[config.mk]
export PLATFORM = sky130hd
export DESIGN_NAME = fp_issue_ctrl
export DESIGN_NICKNAME = d
export VERILOG_FILES = /design/src/rtl/fp_issue_pkg.sv /design/src/rtl/fp_issue_fifo.sv /design/src/rtl/fp_issue_ctrl.sv
export SDC_FILE = /design/constraint.sdc
export NUM_CORES = 1
export LEC_CHECK = 0
export BUFFER_PORTS_ARGS = -buffer_cell sky130_fd_sc_hd__buf_4
export CAP_MARGIN = 20
export CORE_MARGIN = 2
export CORE_UTILIZATION = 35
export DETAILED_ROUTE_END_ITERATION = 6
export GPL_TIMING_DRIVEN = 0
export PLACE_DENSITY = 0.63
export REMOVE_ABC_BUFFERS = 1
export SETUP_SLACK_MARGIN = 0.2
export SLEW_MARGIN = 20
export SYNTH_ARGS = -nofsm -noshare
export SYNTH_HDL_FRONTEND = slang
export SYNTH_SLANG_ARGS = --single-unit
[constraint.sdc]
create_clock -name clk_i -period 4 [get_ports clk_i]
set_input_delay 0.8 -clock clk_i [delete_from_list [all_inputs] [get_ports clk_i]]
set_output_delay 0.8 -clock clk_i [all_outputs]
set_load 0.05 [all_outputs]
[src/rtl/fp_issue_pkg.sv]
// Shared types and constants for the FP issue controller.
// The typedefs describe the default configuration (OP_W=16, NREG=32).
package fp_issue_pkg;

  localparam int unsigned FpOpW     = 16;
  localparam int unsigned FpNReg    = 32;
  localparam int unsigned FpRw      = $clog2(FpNReg);
  localparam int unsigned FpStatusW = 5;

  // Bit positions inside the IEEE status / fflags vector.
  localparam int unsigned StatusNv = 4;
  localparam int unsigned StatusDz = 3;
  localparam int unsigned StatusOf = 2;
  localparam int unsigned StatusUf = 1;
  localparam int unsigned StatusNx = 0;

  typedef struct packed {
    logic            epoch;
    logic            rd_fp;
    logic [FpRw-1:0] rd;
  } fp_issue_tag_t;

  typedef struct packed {
    logic [FpOpW-1:0]  op;
    logic [3*FpRw-1:0] rs;
    logic [2:0]        rs_used;
    logic [FpRw-1:0]   rd;
    logic              rd_fp;
  } fp_issue_entry_t;

endpackage

[src/rtl/fp_issue_fifo.sv]
// Generic synchronous FIFO with push/pop/clear and occupancy count.
// No fall-through: a pushed entry reaches the head on the following cycle.
module fp_issue_fifo #(
  parameter int unsigned DEPTH = 4,
  parameter int unsigned WIDTH = 8,
  localparam int unsigned CNT_W = $clog2(DEPTH + 1)
) (
  input  logic             clk,
  input  logic             rst,
  input  logic             push,
  input  logic             pop,
  input  logic             clear,
  input  logic [WIDTH-1:0] wdata,
  output logic [WIDTH-1:0] rdata,
  output logic             empty,
  output logic             full,
  output logic [CNT_W-1:0] count
);

  localparam int unsigned PtrW = $clog2(DEPTH);

  logic [WIDTH-1:0] mem [DEPTH];
  logic [PtrW-1:0]  wptr;
  logic [PtrW-1:0]  rptr;

  always_ff @(posedge clk) begin
    if (push) begin
      mem[wptr] <= wdata;
    end
  end

  // Pointers are PtrW bits wide, so they wrap modulo DEPTH (a power of two).
  always_ff @(posedge clk) begin
    if (rst || clear) begin
      wptr  <= '0;
      rptr  <= '0;
      count <= '0;
    end else begin
      if (push) begin
        wptr <= wptr + 1'b1;
      end
      if (pop) begin
        rptr <= rptr + 1'b1;
      end
      case ({push, pop})
        2'b10:   count <= count + CNT_W'(1);
        2'b01:   count <= count - CNT_W'(1);
        default: count <= count;
      endcase
    end
  end

  assign rdata = mem[rptr];
  assign empty = (count == '0);
  assign full  = (count == CNT_W'(DEPTH));

endmodule

[src/rtl/fp_issue_ctrl.sv]
// In-order FP issue controller: issue FIFO, busy scoreboard, outstanding cap,
// tag-routed writeback and epoch-based flush. Optional fflags via FP_ISSUE_FFLAGS_EN.
module fp_issue_ctrl
  import fp_issue_pkg::*;
#(
  parameter int unsigned DEPTH   = 4,
  parameter int unsigned MAX_OUT = 4,
  parameter int unsigned OP_W    = 16,
  parameter int unsigned FLEN    = 32,
  parameter int unsigned NREG    = 32,
  localparam int unsigned RW     = $clog2(NREG),
  localparam int unsigned CNT_W  = $clog2(DEPTH + 1)
) (
  input  logic                 clk_i,
  input  logic                 rst_i,
  input  logic                 in_valid_i,
  output logic                 in_ready_o,
  input  logic [OP_W-1:0]      in_op_i,
  input  logic [3*RW-1:0]      in_rs_i,
  input  logic [2:0]           in_rs_used_i,
  input  logic [RW-1:0]        in_rd_i,
  input  logic                 in_rd_fp_i,
  output logic                 fpu_valid_o,
  input  logic                 fpu_ready_i,
  output logic [OP_W-1:0]      fpu_op_o,
  output logic [3*RW-1:0]      fpu_rs_o,
  output logic [RW+1:0]        fpu_tag_o,
  output logic                 fpu_flush_o,
  input  logic                 fpu_out_valid_i,
  input  logic [RW+1:0]        fpu_tag_i,
  input  logic [FLEN-1:0]      fpu_result_i,
  input  logic [FpStatusW-1:0] fpu_status_i,
`ifdef FP_ISSUE_FFLAGS_EN
  input  logic                 fflags_clr_i,
  output logic [FpStatusW-1:0] fflags_o,
`endif
  output logic                 frf_we_o,
  output logic [RW-1:0]        frf_waddr_o,
  output logic [FLEN-1:0]      frf_wdata_o,
  output logic                 irf_we_o,
  output logic [4:0]           irf_waddr_o,
  output logic [FLEN-1:0]      irf_wdata_o,
  input  logic                 flush_i,
  output logic                 busy_o,
  output logic [CNT_W-1:0]     count_o
);

  localparam int unsigned OutW = $clog2(MAX_OUT + 1);

  typedef struct packed {
    logic          epoch;
    logic          rd_fp;
    logic [RW-1:0] rd;
  } tag_t;

  typedef struct packed {
    logic [OP_W-1:0] op;
    logic [3*RW-1:0] rs;
    logic [2:0]      rs_used;
    logic [RW-1:0]   rd;
    logic            rd_fp;
  } entry_t;

  localparam int unsigned EntW = $bits(entry_t);

  entry_t            in_entry;
  entry_t            head;
  logic [EntW-1:0]   head_bits;
  logic              empty;
  logic              full;
  logic              push;
  logic              issue;
  logic              hazard;
  logic              accept;
  tag_t              ret_tag;
  logic [NREG-1:0]   busy;
  logic [NREG-1:0]   busy_next;
  logic [OutW-1:0]   outstanding;
  logic              epoch;
  logic [RW-1:0]     wb_rd;
  logic [FLEN-1:0]   wb_data;

  assign in_entry = '{op: in_op_i, rs: in_rs_i, rs_used: in_rs_used_i,
                      rd: in_rd_i, rd_fp: in_rd_fp_i};
  assign in_ready_o = !full;
  assign push       = in_valid_i && in_ready_o && !flush_i;

  fp_issue_fifo #(
    .DEPTH (DEPTH),
    .WIDTH (EntW)
  ) u_fifo (
    .clk   (clk_i),
    .rst   (rst_i),
    .push  (push),
    .pop   (issue),
    .clear (flush_i),
    .wdata (in_entry),
    .rdata (head_bits),
    .empty (empty),
    .full  (full),
    .count (count_o)
  );

  assign head = entry_t'(head_bits);

  always_comb begin
    hazard = (outstanding == OutW'(MAX_OUT));
    for (int i = 0; i < 3; i++) begin
      if (head.rs_used[i] && busy[head.rs[i*RW +: RW]]) begin
        hazard = 1'b1;
      end
    end
    if (head.rd_fp && busy[head.rd]) begin
      hazard = 1'b1;
    end
  end

  assign fpu_valid_o = !empty && !hazard && !flush_i;
  assign issue       = fpu_valid_o && fpu_ready_i;
  assign fpu_op_o    = empty ? '0 : head.op;
  assign fpu_rs_o    = empty ? '0 : head.rs;
  assign fpu_tag_o   = empty ? '0 : {epoch, head.rd_fp, head.rd};
  assign fpu_flush_o = flush_i;

  // Results completing in a flush cycle belong to the epoch being discarded.
  assign ret_tag = tag_t'(fpu_tag_i);
  assign accept  = fpu_out_valid_i && (ret_tag.epoch == epoch) && !flush_i;

  always_comb begin
    busy_next = busy;
    if (accept && ret_tag.rd_fp) begin
      busy_next[ret_tag.rd] = 1'b0;
    end
    if (issue && head.rd_fp) begin
      busy_next[head.rd] = 1'b1;
    end
  end

  always_ff @(posedge clk_i) begin
    if (rst_i) begin
      busy        <= '0;
      outstanding <= '0;
      epoch       <= 1'b0;
      frf_we_o    <= 1'b0;
      irf_we_o    <= 1'b0;
      wb_rd       <= '0;
      wb_data     <= '0;
    end else begin
      frf_we_o <= accept && ret_tag.rd_fp;
      irf_we_o <= accept && !ret_tag.rd_fp;
      if (accept) begin
        wb_rd   <= ret_tag.rd;
        wb_data <= fpu_result_i;
      end
      if (flush_i) begin
        busy        <= '0;
        outstanding <= '0;
        epoch       <= ~epoch;
      end else begin
        busy        <= busy_next;
        outstanding <= outstanding + OutW'(issue) - OutW'(accept);
      end
    end
  end

  assign frf_waddr_o = wb_rd;
  assign frf_wdata_o = wb_data;
  assign irf_waddr_o = 5'(wb_rd);
  assign irf_wdata_o = wb_data;
  assign busy_o      = !empty || (outstanding != '0);

`ifdef FP_ISSUE_FFLAGS_EN
  // A clear coinciding with a completion keeps only the new status.
  always_ff @(posedge clk_i) begin
    if (rst_i) begin
      fflags_o <= '0;
    end else if (fflags_clr_i) begin
      fflags_o <= accept ? fpu_status_i : '0;
    end else if (accept) begin
      fflags_o <= fflags_o | fpu_status_i;
    end
  end
`else
  logic unused_status;
  assign unused_status = ^fpu_status_i;
`endif

endmodule

# Yosys cells after proc, flatten, opt, wreduce, memory -nomap -nowiden
# Memories as Yosys holds them, arrays and structs flattened. A register that Yosys moved wholly into a read port is not among the register bits.
# Cells that the tools add are included.
[totals]
regBits = 82
ram_bits = 160
output_inout_bits = 121
elab_cells = 86
memories = 1
[mem_list]
columns = ["memory", "words", "width", "rd", "rd_clocked_by_memory_dff", "write_ports", "line_no", "source"]
rows = [
  ["u_fifo.mem", 4, 40, 1, 1, 1, "fp_issue_fifo.sv:22", "logic [WIDTH-1:0] mem [DEPTH];"],
]
[classes]
addsub = 6
n_lt_le_gt_ge = 7
eq_ne = 5
n_mux = 26
n_bitwise = 4
n_reduce_logical = 27
[op_table]
columns = ["operator", "count"]
rows = [
  ["32-bit two-way mux", 2],
  ["32-bit bitwise AND", 1],
  ["32-bit inverter", 1],
  ["32-bit bitwise OR", 1],
  ["5-bit by 6-bit less-than comparator with 1-bit output, second input constant", 5],
  ["1-bit binary-select mux with 5-bit select", 4],
  ["1-bit logical AND", 16],
  ["16-bit two-way mux", 1],
  ["15-bit two-way mux", 1],
  ["1-bit two-way mux", 12],
  ["1-bit demux with 5-bit select", 2],
  ["5-bit by 1-bit greater-or-equal comparator with 1-bit output, second input constant", 2],
  ["7-bit two-way mux", 1],
  ["3-bit == test, second input constant", 2],
  ["3-bit case mux with 2 select lines", 1],
  ["1-bit logical NOT", 5],
  ["2-bit by 1-bit adder with 2-bit output, second input constant", 2],
  ["2-bit two-way mux", 2],
  ["3-bit by 1-bit adder with 3-bit output", 1],
  ["3-bit by 1-bit adder with 3-bit output, second input constant", 1],
  ["3-bit logical NOT", 1],
  ["3-bit nonzero test", 1],
  ["3-bit by 1-bit subtractor with 3-bit output", 1],
  ["3-bit by 1-bit subtractor with 3-bit output, second input constant", 1],
  ["7 further kinds", 8],
]

# Logic depth before layout (Yosys ltp)
# Gate-level depths: netlist of the first run.
[depth]
ltp_word = 13
depth_mapped = 18
depth_no_buf = 14

# Hierarchy
# Synthesis of the first run repeated with hierarchy kept, for this count alone.
[unflattened]
hier_cells = 789
area_unflattened_um2 = 10935.5
[by_module_without_submodules]
columns = ["module", "n_inst", "cells_per_inst", "area_each_um2", "seq_area_each_um2"]
rows = [
  ["fp_issue_fifo", 1, 257, 6257.3, 4984.8],
  ["fp_issue_ctrl", 1, 532, 4678.2, 1501.4],
]

# Worst setup path before layout of the first run
# OpenSTA, ideal clock, no wires.
[synth_path]
path_type = "reg-to-reg"
from = "register (tool-made name)"
to = "register u_fifo.count[2]"
arrival_ns = 3.657
path_slack_ns = 0.273
stages_incl_launch_ff = 19
synth_period_minus_slack_ns = 3.727
path_cell_list = "dfxtp_1 -> buf_6 -> buf_12 -> buf_2 -> mux4_2 -> nand3b_1 -> a31oi_1 -> nand4_1 -> nand3_1 -> a311oi_4 -> nand3_4 -> buf_6 -> nor2_1 -> ha_1 -> inv_1 -> fa_1 -> xor2_1 -> or3_1 -> a21oi_1"
[synth_lines]
columns = ["element", "line_no", "source"]
rows = [
  ["end signal, assigned", "fp_issue_fifo.sv:46", "2'b10: count <= count + CNT_W'(1);"],
  ["end signal, assigned", "fp_issue_fifo.sv:47", "2'b01: count <= count - CNT_W'(1);"],
  ["end signal, assigned", "fp_issue_fifo.sv:48", "default: count <= count;"],
  ["end, declared", "fp_issue_fifo.sv:17", "output logic [CNT_W-1:0] count"],
]

==> metrics.cfg, run 1 <==
[layout]
fin_nets=1140
insertedDiodeCount=0
drive_gt1_frac=0.329
final_util=0.443
synthToLayoutAreaGrowth_pct=25.2
fillers=2883

[timing]
period_needed_ns=4.10
hold_viol_final=0
max_freq_ghz=0.244
worstMarginPinSlew_ns=0.793
slew_viol_final=0
finClkSkew_ns=0.0174
hold_slack_ns=0.447
timing.final.ws_setup_ns=-0.104
finalSetupViolCount=2
fin_crit_sh=1.03
relSlewSlack=0.470
rsz0062_at_grt=true

[clocking]
worstSkewPairLatency_ns=0.55
cts_root_buffer=clkbuf_16
cts_sinks=244
h-tree-depth=1
cts_tree=done
cts_made_buffers=27
cts_buffer_depth=3
ctsHoldBuffers=0
clk_pin_slew_ns=0.06

[worst_setup_path]
rr_worst_depth=16
start_kind=flip-flop
cp-end-kind=primary output
crit_type=flip-flop to primary output
crit_fanout=7
cp.required_ns=3.20
cp.arrival_ns=3.30
r2r_end=u_fifo.count[2]$_SDFFE_PP0P_
reg2reg_slack_ns=-0.02

[power_and_ir_drop]
vdd_ir_drop_max_v=0.000408
total_power_mw=5.75
power.density_nw_per_um2=414
leakagePower_nw=5.07

[placement]
gp_congestion=0.810
dpl.hpwl_um=17800
place_ws_ns=-0.918
io_buffers=205

[logic_synthesis]
async_flop_share=0
yosys.area.top_type=edfxtp_1
seq_area_frac_synth=0.584
syn_inst=862
synth_top_cell_area_share=0.433
synth_most_common_cell=edfxtp_1
ys_seq_elements=244
synth_edf_count=160
synth_flop_cell=edfxtp_1
ys_top_cells_by_count=160 x edfxtp_1, 113 x nand2_1, 84 x dfxtp_1
yosys_warnings=0
syn_area_um2=11100
ys_top_cells_by_area=edfxtp_1 43%, dfxtp_1 15%, mux4_2 6.9%
yosys.cell_types.count=50
avgSynthCellArea_um2=12.9

[min_path]
holdPathStages=1
worstHoldStart=in_op_i[12]
timing.hold.worst_endpoint=u_fifo.mem[0][36]$_DFFE_PP_
hold_class=input port to flip-flop

[floorplan]
core-area_um2=31400
num_rows=65
pin_count=211
start_util=0.354
die_h_um=182
dieArea_um2=33200
dieWidth_um=182

[global_route]
antenna_found_initial=0
grt-ovfl-total=0
grt_max_degree=44
gr-usage-all-layers=0.157
first_global_vias=7293
grt_pass1_wl_um=41000

[route]
drc=0
ant_nets=0
num_vias=7510
via_per_inst=5.13
drtPass1Iterations=5
routedWlPerCell_um=18.9
wirelength_um=27700
drt_iter0_drc=556

[outcome]
status=finished with violations
failed_checks=negative setup slack

[flow_run]
drv_cap=0

[power breakdown]
| group | total (mW) | internal [mW] | switching, mW | leakage [nW] |
|---|---|---|---|---|
| registers | 2.76 | 2.73 | 0.0236 | 2.13 |
| clock network | 2.42 | 1.43 | 0.987 | 0.433 |
| logic | 0.576 | 0.204 | 0.372 | 2.51 |
[sequential cells by signal (all words and copies together), names as in the netlist, named ones only]
register	flops
u_fifo.mem	160
busy	32
frf_wdata_o	32
frf_waddr_o	5
outstanding	3
u_fifo.count	3
u_fifo.rptr	2
u_fifo.wptr	2
epoch	1
frf_we_o	1
irf_we_o	1
[final cells by class]
class                      instances  area (µm²)  share of cell area
sequential                       244        6490               0.467
clock inverter                    13         126             0.00909
multi-input combinational        516        4100               0.295
timing repair buffer             235        1880               0.135
inverter                          17        63.8             0.00459
clock buffer                      37         743              0.0535
tap                              402         503              0.0362
[kinds of logic (layout without fill, tap and decap cells)]
family          after synthesis  after routing  share of synthesized area
buf+inv                     105            302                     0.0568
simple gates                240            241                      0.104
fa+ha+maj                     9              9                     0.0115
mux                         117            119                      0.152
xor+xnor                      7              7                    0.00552
compound gates              140            140                     0.0856
flops                       244            244                      0.584
[layout by cell type (no fill, tap or decap), types with 28 or more instances in the layout]
master / instances
a21oi_1: 48
buf_4: 225
clkbuf_16: 28
dfxtp_1: 82
edfxtp_1: 160
mux2i_1: 68
mux4_2: 37
nand2_1: 113
nor2b_1: 39
o211ai_1: 36
o31ai_1: 32
[stage by stage]
step | cells | TNS, ns | instance area (µm²)
5_1_grt | 1464 | -0.427 | 13900
3_5_place_dp | 1390 | -3.52 | 12700
2_1_floorplan | 774 | -17.78 | 10500
6_report | 1464 | -0.120 | 13900
3_3_place_gp | 1381 | -196.05 | 12600
4_1_cts | 1456 | -0.231 | 13800
[per-layer routing]
layer	global-route usage	vias up	routed length (µm)
li1	-	3541	-
met1	0.194	3665	11300
met2	0.273	258	13700
met3	0.0355	46	1840
met4	0.0529	0	800
met5	0	-	0
[how the worst max path moves through the flow]
stage	depth (start not counted)	slack (ns)	startpoint	to
global placement	12	-3.38	u_fifo.count[0]$_SDFFE_PP0P_	u_fifo.count[2]$_SDFFE_PP0P_
global route	9	-0.21	flip-flop	fpu_valid_o
finish	10	-0.10	flip-flop	fpu_valid_o
CTS	10	-0.14	flip-flop	fpu_valid_o
floorplan	14	-1.21	flip-flop	u_fifo.count[2]$_SDFFE_PP0P_
detailed placement	15	-0.92	flip-flop	u_fifo.count[2]$_SDFFE_PP0P_
[what timing repair did]
| action | 4_1_cts | 5_1_grt |
|---|---|---|
| buffers inserted | 14 | 5 |
| endpoints found under the hold margin | 0 | 0 |
| pin swaps | 3 | 3 |
| resized for setup | 7 | 12 |
| cloned | 2 | 3 |
| endpoints found under the setup margin | 7 | 4 |
[critical path, cell delays in order, from the launching register on]
cell and delay (ns):
dfxtp_4 0.42, buf_16 0.15, mux4_1 0.72, or2_2 0.37, o22ai_1 0.16, a211oi_1 0.07
a21oi_1 0.33, a22oi_2 0.20, nand3_4 0.12, inv_2 0.05, buf_8 0.14
No activity file was read; power rests on OpenSTA's default activity.
==> run 2, diff against run 1 <==
- SYNTH_HIERARCHICAL: default -> 1
==> run 2 against run 1 <==
  * Cell count is 5.0% lower
  * Clock power is 2% higher
  * Via count is 3.5% lower
  * The flow still finishes with violations (negative setup slack)
  * Largest cell class unchanged
  * Critical endpoint unchanged
==> metrics.cfg, run 2 <==
[timing]
rsz0062_at_grt=true
finClkSkew_ns=0.00740  ; -0.0100 ns
timing.final.ws_setup_ns=-0.172  ; -0.0675 ns
relSlewSlack=0.372  ; -0.0986
hold_viol_final=0  ; unchanged
max_freq_ghz=0.240  ; -1.6%
worstMarginPinSlew_ns=0.941  ; +0.148 ns
finalSetupViolCount=5  ; +3
fin_crit_sh=1.04  ; +0.0169
slew_viol_final=0  ; unchanged
period_needed_ns=4.17  ; +0.0675 ns

[clocking]
cts_made_buffers=27  ; unchanged
clk_pin_slew_ns=0.06  ; about the same
ctsHoldBuffers=0  ; unchanged
cts_sinks=244  ; unchanged
h-tree-depth=1  ; unchanged
cts_tree=done
cts_buffer_depth=3  ; unchanged
cts_root_buffer=clkbuf_16
worstSkewPairLatency_ns=0.55  ; about the same

[route]
drt_iter0_drc=644  ; +16%
ant_nets=0  ; unchanged
drtPass1Iterations=4  ; -1
via_per_inst=5.21  ; +1.6%
num_vias=7248  ; -3.5%
routedWlPerCell_um=19.6  ; +3.7%
drc=0  ; unchanged
wirelength_um=27300  ; -1.5%

[worst_setup_path]
cp_top_family=multiplexers
path_cells=buf_16, mux4_2, mux4_2, mux4_2, o221ai_4, nand3_4, inv_2, buf_8
max_stage_delay_ns=0.64  ; -0.08 ns
cp.arrival_ns=3.37  ; +0.07 ns
start_kind=flip-flop
critPathSlowestCell=mux4_2
cp-end-kind=primary output
cp.required_ns=3.20  ; about the same
cpMostUsedCell=mux4_2
crit_fanout=7  ; unchanged
crit_type=flip-flop to primary output
crit_buf_inv=3  ; unchanged

[logic_synthesis]
synth_edf_count=160  ; unchanged
syn_inst=789  ; -8.5%
synth_flop_cell=edfxtp_1
avgSynthCellArea_um2=13.9  ; +7.6%
ys_top_cells_by_count=160 x edfxtp_1, 90 x nand2_1, 84 x dfxtp_1
async_flop_share=0  ; unchanged
yosys_warnings=6  ; +6
ys_seq_elements=244  ; unchanged
seq_area_frac_synth=0.593  ; +0.00902
yosys.area.top_type=edfxtp_1
synth_top_cell_area_share=0.439  ; +0.00668
syn_area_um2=10900  ; -1.5%
ys_top_cells_by_area=edfxtp_1 44%, dfxtp_1 15%, mux4_2 13%
yosys.cell_types.count=53  ; +6.0%
synth_most_common_cell=edfxtp_1

[global_route]
antenna_found_initial=0  ; unchanged
grt_pass1_wl_um=42100  ; +2.5%
grt-ovfl-total=0  ; unchanged
grt_max_degree=44  ; unchanged
first_global_vias=7270  ; -0.32%
gr-usage-all-layers=0.163  ; +0.00567

[layout]
largest_reg_flops=160  ; unchanged
stdcell_area_um2=13900  ; -0.37%
fillers=2767  ; -4.0%
synthToLayoutAreaGrowth_pct=26.7
fin_nets=1073  ; -5.9%
seqCellArea_um2=6490  ; unchanged
drive_gt1_frac=0.390  ; +0.0613
insertedDiodeCount=0  ; unchanged
final_common_cell=buf_4
largest-register=u_fifo/mem
most-common-layout-cells=233 x buf_4, 160 x edfxtp_1, 90 x nand2_1
final_cells=1391  ; -5.0%
multi_input_area_um2=3930  ; -4.1%

[flow_run]
drv_cap=0  ; unchanged

[power_and_ir_drop]
vdd_ir_drop_max_v=0.000333  ; -18%
leakagePower_nw=4.96  ; -2.2%
power.density_nw_per_um2=418  ; +1.1%

[min_path]
hold_class=input port to flip-flop

[placement]
place_inst=1305  ; -6.1%
place_area_um2=12500  ; -1.7%
gp_congestion=0.851  ; +5.0%
dpl.hpwl_um=17000  ; -4.8%
io_buffers=205  ; unchanged

[outcome]
status=finished with violations
failed_checks=negative setup slack

[floorplan]
dieArea_um2=32700  ; -1.5%
pin_count=211  ; unchanged
num_rows=64  ; -1.5%
die_h_um=181  ; -0.75%
start_util=0.357  ; +0.00283
core-area_um2=30700  ; -2.3%
dieWidth_um=181  ; -0.75%

-- run 2: cell types whose count changed in the layout (fill, tap and decap cells not counted), moves of 6 or more --
cell and change:
a21oi_1 -9, mux2i_1 -52, a22oi_1 -7, buf_4 +8, nor2_1 -7, nand2_1 -23
nand3_1 -7, nand2b_1 +8, mux4_2 +26, o211ai_1 -6
-- run 2: per-layer routing --
layer  share of wire  routed length (µm)  global-route usage
met2            0.49               13500               0.281
met4           0.026                 718              0.0481
met5               0                   0                   0
met3           0.066                1810              0.0314
met1            0.41               11300               0.208
-- run 2: area by class of cell --
class                   instances  area share
inverters                      20     0.00542
well taps                     396      0.0358
clock inverters                21      0.0147
clock buffers                  29      0.0493
flip-flops and latches        244       0.469
multi-input cells             435       0.283
repair buffers                246       0.143
-- run 2: final timing paths --
path | start | endpoint | slack, ns | depth (start not counted)
setup / recovery | flip-flop | fpu_valid_o | -0.17 | 8
hold / removal | in_op_i[10] | u_fifo/mem[2][34]$_DFFE_PP_ | 0.44 | 1
setup reg to reg | flip-flop | u_fifo/count[2]$_SDFFE_PP0P_ | -0.15 | 15
hold reg to reg | frf_waddr_o[0]$_SDFFE_PP0P_ | frf_waddr_o[0]$_SDFFE_PP0P_ | 0.47 | 2
-- run 2: per-stage QoR --
stage	power, mW	utilization	setup slack (ns)	hold WS [ns]	TNS, ns
floorplan	3.12	-	-1.62	0.485	-32.35
global placement	3.34	0.403	-3.26	0.458	-184.77
detailed placement	3.35	0.407	-1.15	0.469	-5.69
CTS	5.84	0.447	-0.231	0.422	-0.323
global route	5.98	0.452	-0.253	0.438	-0.848
finish	5.79	0.452	-0.172	0.444	-0.362
-- run 2: timing repair --
item                                   4_1_cts  5_1_grt
cloned                                       3        1
endpoints found under the hold margin        0        0
pin swaps                                    8        6
gates resized for setup                     17       12
setup endpoints to repair                   18        5
setup buffers                               19       13
-- run 2: where the power goes --
part	internal, mW	total (mW)	switching [mW]
sequential	2.73	2.75	0.0225
combinational	0.208	0.574	0.366
clock	1.44	2.47	1.03
-- run 2: logic make-up (layout without fill, tap and decap cells) --
| logic type | after synthesis | count (layout) | share of synthesized area |
|---|---|---|---|
| fa+ha+maj | 9 | 9 | 0.0117 |
| compound gates | 128 | 128 | 0.0801 |
| xor+xnor | 9 | 9 | 0.00721 |
| simple gates | 200 | 201 | 0.0905 |
| mux | 87 | 88 | 0.156 |
| flops | 244 | 244 | 0.593 |
| buf+inv | 112 | 316 | 0.0614 |
-- run 2: worst reg2reg max path, cell delays in order, from the launching register on --
cell,delay (ns)
dfxtp_4,0.38
buf_16,0.14
mux4_2,0.65
mux4_2,0.48
mux4_2,0.54
o221ai_4,0.25
nand3_4,0.14
buf_4,0.18
buf_12,0.12
nor2_4,0.12
ha_4,0.16
inv_2,0.03
fa_2,0.32
xor2_1,0.15
or3_1,0.30
a21oi_1,0.12
==> run 3, diff against run 2 <==
- GPL_ROUTABILITY_DRIVEN: default -> 0
- PLACE_DENSITY: 0.63 -> 0.52
- TNS_END_PERCENT: default -> 50
==> run 3 against run 2 <==
  * The run still ends with negative setup slack left
  * Global-route usage rose by 0.91 points
  * Combinational power down 0.9%
  * Clock power grew 4%
  * First-iteration DRC count down 32%
  * Non-clock buffer count decreased by 9
  * Register-to-register slack lost 0.06 ns
  * Cell area fell by 0.35%
  * Clock skew rose by 0.0061 ns
  * Setup slack worse by 0.087 ns
  * Largest power group unchanged
==> metrics.cfg, run 3 (synthesis gave the netlist of run 2 again) <==
[min_path]
holdPathStages=2  ; +1
hold_class=input port to flip-flop
timing.hold.worst_endpoint=irf_we_o$_SDFF_PP0_
worstHoldStart=fpu_tag_i[5]

[clocking]
cts_made_buffers=29  ; +7.4%
cts_buffer_depth=3  ; unchanged
cts_sinks=244  ; unchanged
cts_root_buffer=clkbuf_16
cts_tree=done
h-tree-depth=1  ; unchanged
clk_pin_slew_ns=0.06  ; about the same
worstSkewPairLatency_ns=0.56  ; about the same

[global_route]
gr-usage-all-layers=0.172  ; +0.00915
grt_pass1_wl_um=43800  ; +4.2%
first_global_vias=7372  ; +1.4%
grt-ovfl-total=0  ; unchanged
antenna_found_initial=0  ; unchanged
grt_max_degree=44  ; unchanged

[timing]
slew_viol_final=0  ; unchanged
period_needed_ns=4.26  ; +0.0866 ns
worstMarginPinSlew_ns=0.940  ; -0.000791 ns
timing.final.ws_setup_ns=-0.259  ; -0.0866 ns
relSlewSlack=0.372  ; +0.000528
finClkSkew_ns=0.0135  ; +0.00612 ns
max_freq_ghz=0.235  ; -2.0%
hold_viol_final=0  ; unchanged
rsz0062_at_grt=true
fin_crit_sh=1.06  ; +0.0216
hold_slack_ns=0.437  ; -0.00728 ns
finalSetupViolCount=2  ; -3

[layout]
synthToLayoutAreaGrowth_pct=26.2
fin_nets=1065  ; -0.75%
final_util=0.450  ; -0.00159
final_common_cell=buf_4
fillers=2782  ; +0.54%
largest-register=u_fifo/mem
insertedDiodeCount=0  ; unchanged
largest_reg_flops=160  ; unchanged
drive_gt1_frac=0.383  ; -0.00736
most-common-layout-cells=225 x buf_4, 160 x edfxtp_1, 90 x nand2_1

[route]
drc=0  ; unchanged
wirelength_um=28200  ; +3.4%
via_per_inst=5.22  ; +0.24%
num_vias=7229  ; -0.26%
drt_iter0_drc=438  ; -32%
routedWlPerCell_um=20.4  ; +3.9%
drtPass1Iterations=5  ; +1
ant_nets=0  ; unchanged

[floorplan]
dieWidth_um=181  ; unchanged
core-area_um2=30700  ; unchanged
die_h_um=181  ; unchanged
dieArea_um2=32700  ; unchanged
num_rows=64  ; unchanged
start_util=0.357  ; unchanged
pin_count=211  ; unchanged

[worst_setup_path]
crit_fanout=6  ; -1
critPathSlowestCell=mux4_2
max_stage_delay_ns=0.60  ; -0.04 ns
path_cells=buf_16, mux4_2, mux4_2, mux2_2, a221o_1, a32oi_4, nand3_4, inv_2, buf_8
start_kind=flip-flop
r2r_end=u_fifo/count[2]$_SDFFE_PP0P_
rr_worst_depth=15  ; unchanged
reg2reg_slack_ns=-0.21  ; -0.06 ns
cp-end-kind=primary output
cp.arrival_ns=3.46  ; +0.09 ns
cpMostUsedCell=mux4_2
cp.required_ns=3.20  ; about the same
crit_type=flip-flop to primary output

[placement]
place_ws_ns=-1.29  ; -0.145 ns
dpl.hpwl_um=17900  ; +5.6%
io_buffers=205  ; unchanged

[power_and_ir_drop]
vdd_ir_drop_max_v=0.000397  ; +19%
power.density_nw_per_um2=427  ; +2.0%
leakagePower_nw=4.94  ; -0.41%
total_power_mw=5.89  ; +1.7%

[flow_run]
drv_cap=0  ; unchanged

[outcome]
failed_checks=negative setup slack
status=finished with violations

## run 3: worst max-delay path by stage
stage,startpoint,end,slack (ns)
floorplan,flip-flop,u_fifo/count[2]$_SDFFE_PP0P_,-1.62
global placement,u_fifo/count[0]$_SDFFE_PP0P_,outstanding[2]$_SDFF_PP0_,-3.43
detailed placement,flip-flop,u_fifo/count[2]$_SDFFE_PP0P_,-1.29
CTS,flip-flop,fpu_valid_o,-0.27
global route,flip-flop,fpu_valid_o,-0.34
finish,flip-flop,fpu_valid_o,-0.26
## run 3: critical path, delay by kind of cell, from the launching register on
family | cells | cell delay (ns)
mux | 3 | 1.36
compound gates | 2 | 0.61
flops | 1 | 0.41
buf+inv | 3 | 0.37
simple gates | 1 | 0.13
## run 3: area by class of cell
type / instances / area, µm² / area share
clock inverter: 16 / 169 / 0.0122
sequential: 244 / 6490 / 0.470
clock buffer: 37 / 766 / 0.0555
inverter: 20 / 75.1 / 0.00544
tap: 396 / 495 / 0.0359
timing repair buffer: 237 / 1900 / 0.138
multi-input combinational: 434 / 3910 / 0.283
## run 3: layer usage
metal	wire (µm)	GRT usage	up-vias
met3	2230	0.0454	45
met2	13600	0.290	291
met1	11800	0.222	3587
li1	-	-	3306
met4	656	0.0432	0
met5	0	0	-
## run 3: power breakdown
group | leakage, nW | switching (mW) | internal [mW]
sequential | 2.13 | 0.0232 | 2.73
clock | 0.463 | 1.02 | 1.55
combinational | 2.34 | 0.365 | 0.204
## run 3: through the flow
stage / instances / instance area [µm²] / setup TNS, ns
final: 1384 / 13800 / -0.470
after global routing: 1384 / 13800 / -0.747
after CTS: 1383 / 13700 / -0.518
after detailed placement: 1305 / 12500 / -7.15
after global placement: 1298 / 12400 / -204.22
after floorplan: 697 / 10300 / -32.35
## run 3: timing repair
item | CTS | global route
hold buffers | 0 | 0
pin swaps | 4 | 2
setup buffers | 22 | 1
gates cloned | 3 | 0
resized for setup | 19 | 10
setup endpoints to repair | 43 | 5
